File: src/rtl/regfile_pkg.sv
`default_nettype none
// +--------------------------------------------------------------------+
// | regfile_pkg -- shared state encoding and default register-file size |
// | Rev 1.0                                                             |
// +--------------------------------------------------------------------+
package regfile_pkg;

   localparam int DEF_DATA_W = 32;
   localparam int DEF_ADDR_W = 5;
   localparam int DEF_NRD    = 2;
   localparam int DEF_NWR    = 1;

   typedef enum logic [0:0] {
      INIT = 1'b0,
      RUN  = 1'b1
   } state_e;

endpackage
`default_nettype wire

File: src/rtl/rf_read_port.sv
`default_nettype none
// +--------------------------------------------------------------------+
// | rf_read_port -- one combinational read port with write bypass      |
// | Rev 1.0                                                             |
// +--------------------------------------------------------------------+
module rf_read_port #(
   parameter int DATA_W   = 32,
   parameter int ADDR_W   = 5,
   parameter int NWR      = 1,
   parameter int ZERO_REG = 1
) (
   input  logic                  run,
   input  logic [ADDR_W-1:0]     rd_addr,
   input  logic [DATA_W-1:0]     stored_data,
   input  logic                  stored_busy,
   input  logic [NWR-1:0]        wr_ok,
   input  logic [NWR*ADDR_W-1:0] wr_addr,
   input  logic [NWR*DATA_W-1:0] wr_data,
   output logic [DATA_W-1:0]     rd_data,
   output logic                  rd_busy
);

   logic              hit;
   logic              is_zero;
   logic [DATA_W-1:0] byp_data;

   always_comb begin
      hit      = 1'b0;
      byp_data = '0;
      // ascending scan so the highest-index matching writer is the one kept
      for (int j = 0; j < NWR; j++) begin
         if (wr_ok[j] && (wr_addr[j*ADDR_W +: ADDR_W] == rd_addr)) begin
            hit      = 1'b1;
            byp_data = wr_data[j*DATA_W +: DATA_W];
         end
      end
      is_zero = (ZERO_REG != 0) && (rd_addr == '0);
      rd_data = '0;
      rd_busy = 1'b0;
      if (run && !is_zero) begin
         rd_data = hit ? byp_data : stored_data;
         rd_busy = stored_busy && !hit;
      end
   end

endmodule
`default_nettype wire

File: src/rtl/regfile_mp.sv
`default_nettype none
// +--------------------------------------------------------------------+
// | regfile_mp -- multi-port register file with busy scoreboard         |
// | Rev 1.0                                                             |
// +--------------------------------------------------------------------+
module regfile_mp
   import regfile_pkg::*;
#(
   parameter int DATA_W   = DEF_DATA_W,
   parameter int ADDR_W   = DEF_ADDR_W,
   parameter int NRD      = DEF_NRD,
   parameter int NWR      = DEF_NWR,
   parameter int ZERO_REG = 1
) (
   input  logic                  clk,
   input  logic                  rst,
   input  logic [NRD*ADDR_W-1:0] rd_addr,
   output logic [NRD*DATA_W-1:0] rd_data,
   output logic [NRD-1:0]        rd_busy,
   input  logic [NWR-1:0]        we,
   input  logic [NWR*ADDR_W-1:0] wr_addr,
   input  logic [NWR*DATA_W-1:0] wr_data,
   input  logic                  rsv_en,
   input  logic [ADDR_W-1:0]     rsv_addr,
   output logic                  init_done
);

   localparam int DEPTH = 2**ADDR_W;

   state_e            state_q, state_d;
   logic [ADDR_W-1:0] cnt_q, cnt_d;
   logic [DATA_W-1:0] mem_q [DEPTH];
   logic [DATA_W-1:0] mem_d [DEPTH];
   logic [DEPTH-1:0]  busy_q, busy_d;

   logic              run;
   logic [NWR-1:0]    wr_ok;
   logic              rsv_ok;

   // rst is folded in so outputs read as idle during the reset cycle itself
   assign run       = (state_q == RUN) && !rst;
   assign init_done = run;

   always_comb begin
      for (int j = 0; j < NWR; j++) begin
         wr_ok[j] = run && we[j] &&
                    !((ZERO_REG != 0) && (wr_addr[j*ADDR_W +: ADDR_W] == '0));
      end
      rsv_ok = run && rsv_en && !((ZERO_REG != 0) && (rsv_addr == '0));
   end

   always_comb begin
      state_d = state_q;
      cnt_d   = cnt_q;
      mem_d   = mem_q;
      busy_d  = busy_q;
      case (state_q)
         INIT: begin
            mem_d[cnt_q]  = '0;
            busy_d[cnt_q] = 1'b0;
            cnt_d         = cnt_q + {{(ADDR_W-1){1'b0}}, 1'b1};
            if (&cnt_q) begin
               state_d = RUN;
            end
         end
         RUN: begin
            for (int j = 0; j < NWR; j++) begin
               if (wr_ok[j]) begin
                  mem_d[wr_addr[j*ADDR_W +: ADDR_W]]  = wr_data[j*DATA_W +: DATA_W];
                  busy_d[wr_addr[j*ADDR_W +: ADDR_W]] = 1'b0;
               end
            end
            // applied after the writes so a same-cycle reserve keeps the entry pending
            if (rsv_ok) begin
               busy_d[rsv_addr] = 1'b1;
            end
         end
         default: state_d = INIT;
      endcase
   end

   always_ff @(posedge clk) begin
      if (rst) begin
         state_q <= INIT;
         cnt_q   <= '0;
      end else begin
         state_q <= state_d;
         cnt_q   <= cnt_d;
      end
      mem_q  <= mem_d;
      busy_q <= busy_d;
   end

   generate
      for (genvar k = 0; k < NRD; k++) begin : g_rd
         rf_read_port #(
            .DATA_W   (DATA_W),
            .ADDR_W   (ADDR_W),
            .NWR      (NWR),
            .ZERO_REG (ZERO_REG)
         ) u_rd (
            .run         (run),
            .rd_addr     (rd_addr[k*ADDR_W +: ADDR_W]),
            .stored_data (mem_q[rd_addr[k*ADDR_W +: ADDR_W]]),
            .stored_busy (busy_q[rd_addr[k*ADDR_W +: ADDR_W]]),
            .wr_ok       (wr_ok),
            .wr_addr     (wr_addr),
            .wr_data     (wr_data),
            .rd_data     (rd_data[k*DATA_W +: DATA_W]),
            .rd_busy     (rd_busy[k])
         );
      end
   endgenerate

endmodule
`default_nettype wire

File: config.mk
export PLATFORM = sky130hd
export DESIGN_NAME = regfile_mp
export DESIGN_NICKNAME = d
export VERILOG_FILES = /design/src/rtl/regfile_pkg.sv /design/src/rtl/rf_read_port.sv /design/src/rtl/regfile_mp.sv
export SDC_FILE = /design/constraint.sdc
export NUM_CORES = 2
export LEC_CHECK = 0
export CAP_MARGIN = 20
export CORE_MARGIN = 1
export CORE_UTILIZATION = 45
export DETAILED_ROUTE_END_ITERATION = 8
export GPL_ROUTABILITY_DRIVEN = 0
export MAX_ROUTING_LAYER = met4
export PLACE_DENSITY_LB_ADDON = 0.1
export SLEW_MARGIN = 20
export SYNTH_ARGS = -nofsm -noshare
export SYNTH_HDL_FRONTEND = slang
export SYNTH_SLANG_ARGS = --single-unit
File: constraint.sdc
create_clock -name clk -period 7.4 [get_ports clk]
set_clock_uncertainty 0.15 [all_clocks]
set_input_delay 1.11 -clock clk [delete_from_list [all_inputs] [get_ports clk]]
set_output_delay 1.11 -clock clk [all_outputs]
set_load 0.02 [all_outputs]
Word level (Yosys, flattened, before mapping)
Index checks and enable logic that the tools add are counted.
W data, S select, Z words.
{"block": "word_totals", "reg_bits": 1062, "in_bits": 56}
{"block": "op_classes", "addsub": 1, "bitwise_logic": 12, "eq_ne": 3, "n_mux": 39, "magnitude_cmp": 14, "reduce_logical": 28}
{"operator": "$pmux W1024 S2", "count": 1}
{"operator": "$and A1024 B1024 Y1024", "count": 1}
{"operator": "$bwmux W1024", "count": 1}
{"operator": "$mux W1024", "count": 1}
{"operator": "$not A1024 Y1024", "count": 1}
{"operator": "$mux W32", "count": 15}
{"operator": "$bmux W32 S5", "count": 2}
{"operator": "$demux W32 S5", "count": 2}
{"operator": "$and A32 B32 Y32", "count": 2}
{"operator": "$not A32 Y32", "count": 2}
{"operator": "$pmux W32 S2", "count": 1}
{"operator": "$or A32 B32 Y32", "count": 1}
{"operator": "$lt A5 B6 Y1 const B", "count": 5}
{"operator": "$ge A6 B6 Y1 const B", "count": 4}
{"operator": "$not A5 Y6", "count": 4}
{"operator": "$logic_not A5 Y1", "count": 4}
{"operator": "$logic_and A1 B1 Y1", "count": 16}
{"operator": "$demux W1 S5", "count": 3}
{"operator": "$ge A5 B1 Y1 const B", "count": 3}
{"operator": "$lt A6 B1 Y1 const B", "count": 2}
{"operator": "$mux W1", "count": 11}
{"operator": "$bmux W1 S5", "count": 2}
{"operator": "$eq A5 B5 Y1", "count": 2}
{"operator": "$logic_not A1 Y1", "count": 7}
{"operator": "other kinds (4)", "count": 4}

Longest topological paths before layout
{"block": "depth", "depth_word": 11, "depth_mapped": 11, "mapped_depth_nobuf": 6}

Cells and area by module
A second synthesis with hierarchy kept.
{"block": "hier_totals", "hier_cells": 5930, "hier_area_um2": 63736.1}
{"module": "regfile_mp", "instances": 1, "area_per_inst_um2": 62397.3, "cells_per_inst": 5680, "seq_area_each_um2": 31510.2}
{"module": "rf_read_port", "instances": 2, "area_per_inst_um2": 669.4, "cells_per_inst": 125, "seq_area_each_um2": 0.0}

Worst setup path after synthesis
OpenSTA, ideal clock, no wires.
{"block": "synth_path", "path_type": "input to register", "start": "input port wr_addr[3]", "end": "register mem_q[896] (netlist bit) (enable)", "setup_time_ps": 468, "t_arrival_ps": 4182, "required_ps": 6782, "cell_stages": 3, "path_slack_ps": 2600, "cell_sequence": "or3b_2 > nand2b_1 > o21ai_0"}
{"block": "synth_via", "elab_chain_cells": 4}
{"element": "from (decl)", "line": "regfile_mp.sv:21", "rtl": "input logic [NWR*ADDR_W-1:0] wr_addr,"}
{"element": "$logic_not A5 Y1", "line": "regfile_mp.sv:47", "rtl": "!((ZERO_REG != 0) && (wr_addr[j*ADDR_W +: ADDR_W] == '0));"}
{"element": "$logic_not A1 Y1", "line": "regfile_mp.sv:47"}
{"element": "$logic_and A1 B1 Y1", "line": "regfile_mp.sv:46", "rtl": "wr_ok[j] = run && we[j] &&"}
{"element": "$ne A2 B1 Y1 (no source line)"}
{"element": "to (signal assigned)", "line": "regfile_mp.sv:90", "rtl": "mem_q <= mem_d;"}
{"element": "to (decl)", "line": "regfile_mp.sv:32", "rtl": "logic [DATA_W-1:0] mem_q [DEPTH];"}
No other way between the ends.
A chain may end at the register's enable or synchronous reset.

Worst setup path in the final report
{"block": "layout_path", "start": "input port wr_addr[0]", "end": "output port rd_data[14]"}
{"block": "layout_via", "elab_chain_cells": 7, "word_cells_on_any_way": 9}
{"element": "$logic_not A5 Y1", "line": "regfile_mp.sv:47"}
{"element": "$logic_not A1 Y1", "line": "regfile_mp.sv:47"}
{"element": "$logic_and A1 B1 Y1", "line": "regfile_mp.sv:46"}
{"element": "$logic_and A1 B1 Y1 (*)", "line": "rf_read_port.sv:32", "rtl": "if (wr_ok[j] && (wr_addr[j*ADDR_W +: ADDR_W] == rd_addr)) begin"}
{"element": "$mux W32 or $mux W1 (tied branches)", "line": "rf_read_port.sv:32"}
{"element": "$mux W32 (*)", "line": "rf_read_port.sv:41", "rtl": "rd_data = hit ? byp_data : stored_data;"}
{"element": "$mux W32 (*)", "line": "rf_read_port.sv:40", "rtl": "if (run && !is_zero) begin"}
{"element": "to (decl)", "line": "regfile_mp.sv:18", "rtl": "output logic [NRD*DATA_W-1:0] rd_data,"}
Mark *: on every way between the ends. The rest lies on a longest branch, timed or not.

==> run_results.csv <==
group,metric,value,unit
synthesis,synthesis.area,0.0613,mm^2
synthesis,ys_ff_latch,1062,
sta,fmax,161,MHz
power,peakVddDrop,0.196,mV
clock_tree,htreeDepth,3,
sta,setup_viol,0,
critical_path,worst-r2r-setup-slack,3700,ps
power,p_switching,4.49,mW
sta,finalCritPeriodShare,84.2,%
layout,layout_common_cells,"1024 x edfxtp_1, 768 x a22o_1, 427 x mux4_2, 337 x o21ai_0, 304 x nand2_1",
place,post-dp-hpwl,155000,um
sta,rsz0062_at_grt,"no",
detailed_routing,drc,0,
critical_path,crit_path_start_kind,"input port",
synthesis,dominantRegCellSynth,"edfxtp_1",
clock_tree,clock_path_buffers,3,
place,io_buffers,122,
critical_path,worstSetupEndpointType,"output port",
power,comb_power_share,15.6,%
floorplan,die_w,371,um
synthesis,synth_fp_nets,4563,
hold_path,min_from,"busy_q[0]$_DFF_P_",
sta,finalWorstSetupSlack,1170,ps
floorplan,core-area,0.135,mm^2
synthesis,synth_xor_xnor_area_share,0.186,%
critical_path,max_stage_delay,870,ps
power,total_power,16.7,mW
layout,nets,4486,
synthesis,synth-edff-count,1024,
clock_tree,postCtsSetupBuffers,0,
critical_path,critPathBufInv,3,
floorplan,die_h,371,um
critical_path,path_cells,"clkdlybuf4s50_1 -> or3_1 -> o2111ai_1 -> nor3_2 -> buf_4 -> a2111oi_0 -> a211o_1 -> clkdlybuf4s50_1",
layout,design_area,0.0689,mm^2
clock_tree,clock_latency,750,ps
clock_tree,clockRootBuffer,"clkbuf_16",
sta,post-route-min-period,6230,ps
detailed_routing,dr.pass1.iters,8,
place,pre_cts_ws,1370,ps
run,maxCapViolations,0,
synthesis,ys.warnings.count,0,
sta,finalSetupTns,0,ps
critical_path,critPathKind,"input port to output port",
sta,hold_violations,0,
clock_tree,cts_buffers,120,
floorplan,die-area,0.138,mm^2
clock_tree,clkTransAtPathRegs,70,ps
synthesis,muxShareOfSynthArea,20.5,%
layout,fin_util,50.9,%
sta,drv_slew,0,
global_route,grt_pass1_wl,371000,um
critical_path,regToRegEndpoint,"mem_q[763]$_DFFE_PP_",
hold_path,hp-class,"register to register",
outcome,status,"finished, final reports clean",
hold_path,min_path_cells,2,
layout,final_common_cell,"edfxtp_1",
synthesis,synth.area.top_cells,"edfxtp_1 50%, mux4_2 16%, a22o_1 11%",
power,cellInternalPower,12.2,mW
synthesis,synth_top_cell_by_area,"edfxtp_1",
layout,drive_above_1_share,20.0,%
clock_tree,cts_sinks,1062,
critical_path,worst_path_most_repeated_cell,"clkdlybuf4s50_1",
critical_path,worstRegToRegCells,6,
global_route,grt_max_degree,93,
detailed_routing,vias,48700,
power,power_density,243,mW/mm^2
sta,tightest_slew,1240,ps
synthesis,synth_top_family_by_area,"multiplexers",
critical_path,worstPathArrival,4970,ps
power,power.leakage,26.4,nW
synthesis,ys_async_sr_fraction,0,%
power,power_frac_seq,48.8,%
synthesis,yosys.area_share.simple,3.83,%
detailed_routing,drt-initial-drc-count,7459,
critical_path,slowest_stage,"a2111oi_0",
power,switching_share,26.8,%
clock_tree,ctsResizeCount,0,
layout,syn_to_final_growth,12.4,%
clock_tree,ctsHoldBuffers,0,
place,place_area,0.0651,mm^2
synthesis,synth_compound_area_share,20.1,%
synthesis,synth_top_cell_area_share,50.2,%
power,clkPwrFrac,35.6,%
global_route,grt_overflow,0,
global_route,antenna_found_initial,7,
synthesis,synth-adder-area-share,0.102,%
critical_path,cp.required,6140,ps
floorplan,num_rows,135,
sta,slew-limit-headroom,17.4,%
global_route,grt.total_usage,39.5,%
clock_tree,cts_tree,"yes",
synthesis,synth_cells,4502,
global_route,grt_pass1_vias,45900,
detailed_routing,avgViaCountPerCell,7.71,
detailed_routing,wl_per_cell,42.4,um
synthesis,ys_types,56,
critical_path,path_max_fanout,20,
detailed_routing,drt_wl_total,268000,um
detailed_routing,antenna_left,0,
critical_path,critPathTopFamily,"buffers and inverters",
floorplan,ios,123,
hold_path,whs_endpoint,"busy_q[0]$_DFF_P_",
synthesis,syn_area_per_cell,13.6,um^2
critical_path,timing.rr.start,"state_q$_SDFF_PP0_",
synthesis,ys_seq_area_share,51.4,%
floorplan,start_util,45.3,%
-- area by class of cell --
class | count | area [um^2]
repair buffers | 333 | 3080
clock buffers | 165 | 3290
clock inverters | 55 | 477
well taps | 1781 | 2230
diodes | 8 | 20.0
multi-input cells | 2871 | 28100
fillers | 11500 | 66400
flip-flops and latches | 1062 | 31500
inverters | 37 | 146
-- worst register-to-register path, cell delays in order (launching register included) --
cell and delay (ps):
dfxtp_4 370, nand2b_1 200, inv_2 250, o211a_1 910
a31oi_1 270, inv_2 820, buf_4 420
-- state kept, by name, indices dropped and copies added (netlist names) --
register and cells:
mem_q 1024, busy_q 32, cnt_q 5, state_q 1
-- metrics by stage --
step           std cells  hold slack, ps
3_3_place_gp        6083             289
3_5_place_dp        6084             297
5_1_grt             6310             325
2_1_floorplan       4502             267
4_1_cts             6304             307
6_report            6312             309
-- power by group through the flow --
stage,Combinational (mW),Clock (mW),Sequential [mW]
finish,2.61,5.96,8.17
detailed placement,2.55,0,8.24
CTS,2.55,5.98,8.14
global placement,2.51,0,8.23
global route,2.72,6.20,8.26
floorplan,1.81,0,8.02
-- synth_stat cells (4+ instances only) --
master and count:
a31oi_1 21, nand3b_1 6, buf_2 76, a221o_1 31
nor3b_1 22, a21boi_0 31, a211o_1 33, buf_4 13
a22o_1 768, nor2b_1 26, a22oi_1 40, buf_1 27
edfxtp_1 1024, and2_1 63, xnor2_1 8, o21ai_0 343
a2111oi_0 11, clkbuf_1 406, o2bb2ai_1 5, o22a_1 31
nand3_1 10, a211oi_1 53, o21bai_1 32, ha_1 5
buf_6 10, nand2b_1 11, nand2_1 305, a221oi_1 103
o211ai_1 4, nor2_1 46, dfxtp_1 38, a21oi_1 104
mux2i_1 297, xor2_1 5, mux4_2 427, inv_1 34
-- cells by family (layout without fill, tap and decap cells) --
family	after synthesis	after routing
AO/OA/AOI/OAI	1621	1621
XOR/XNOR	13	13
adder cells (fa/ha/maj)	5	5
buffers and inverters	569	590
flip-flops	1062	1062
multiplexers	724	724
other	0	8
AND/OR/NAND/NOR	508	508
-- metal layers --
metal	global-route usage (%)	share of wire [%]	wire, um	vias to the layer above
li1	-	-	-	18600
met1	52.6	37	100000	25000
met2	55.8	43	116000	4301
met3	11.4	14	37100	845
met4	18.1	5.4	14500	0
met5	-	0	0	-
-- worst max path at each step --
stage,from,to,slack (ps),cells after the start
2_1_floorplan,wr_addr[3],mem_q[896]$_DFFE_PP_,2600,3
3_3_place_gp,rst,rd_data[19],490,6
3_5_place_dp,wr_addr[0],rd_data[18],1370,8
4_1_cts,wr_addr[0],rd_data[18],1340,8
5_1_grt,wr_addr[4],rd_data[61],1110,7
6_report,wr_addr[0],rd_data[14],1170,8
(Power assumes the default switching activity.)
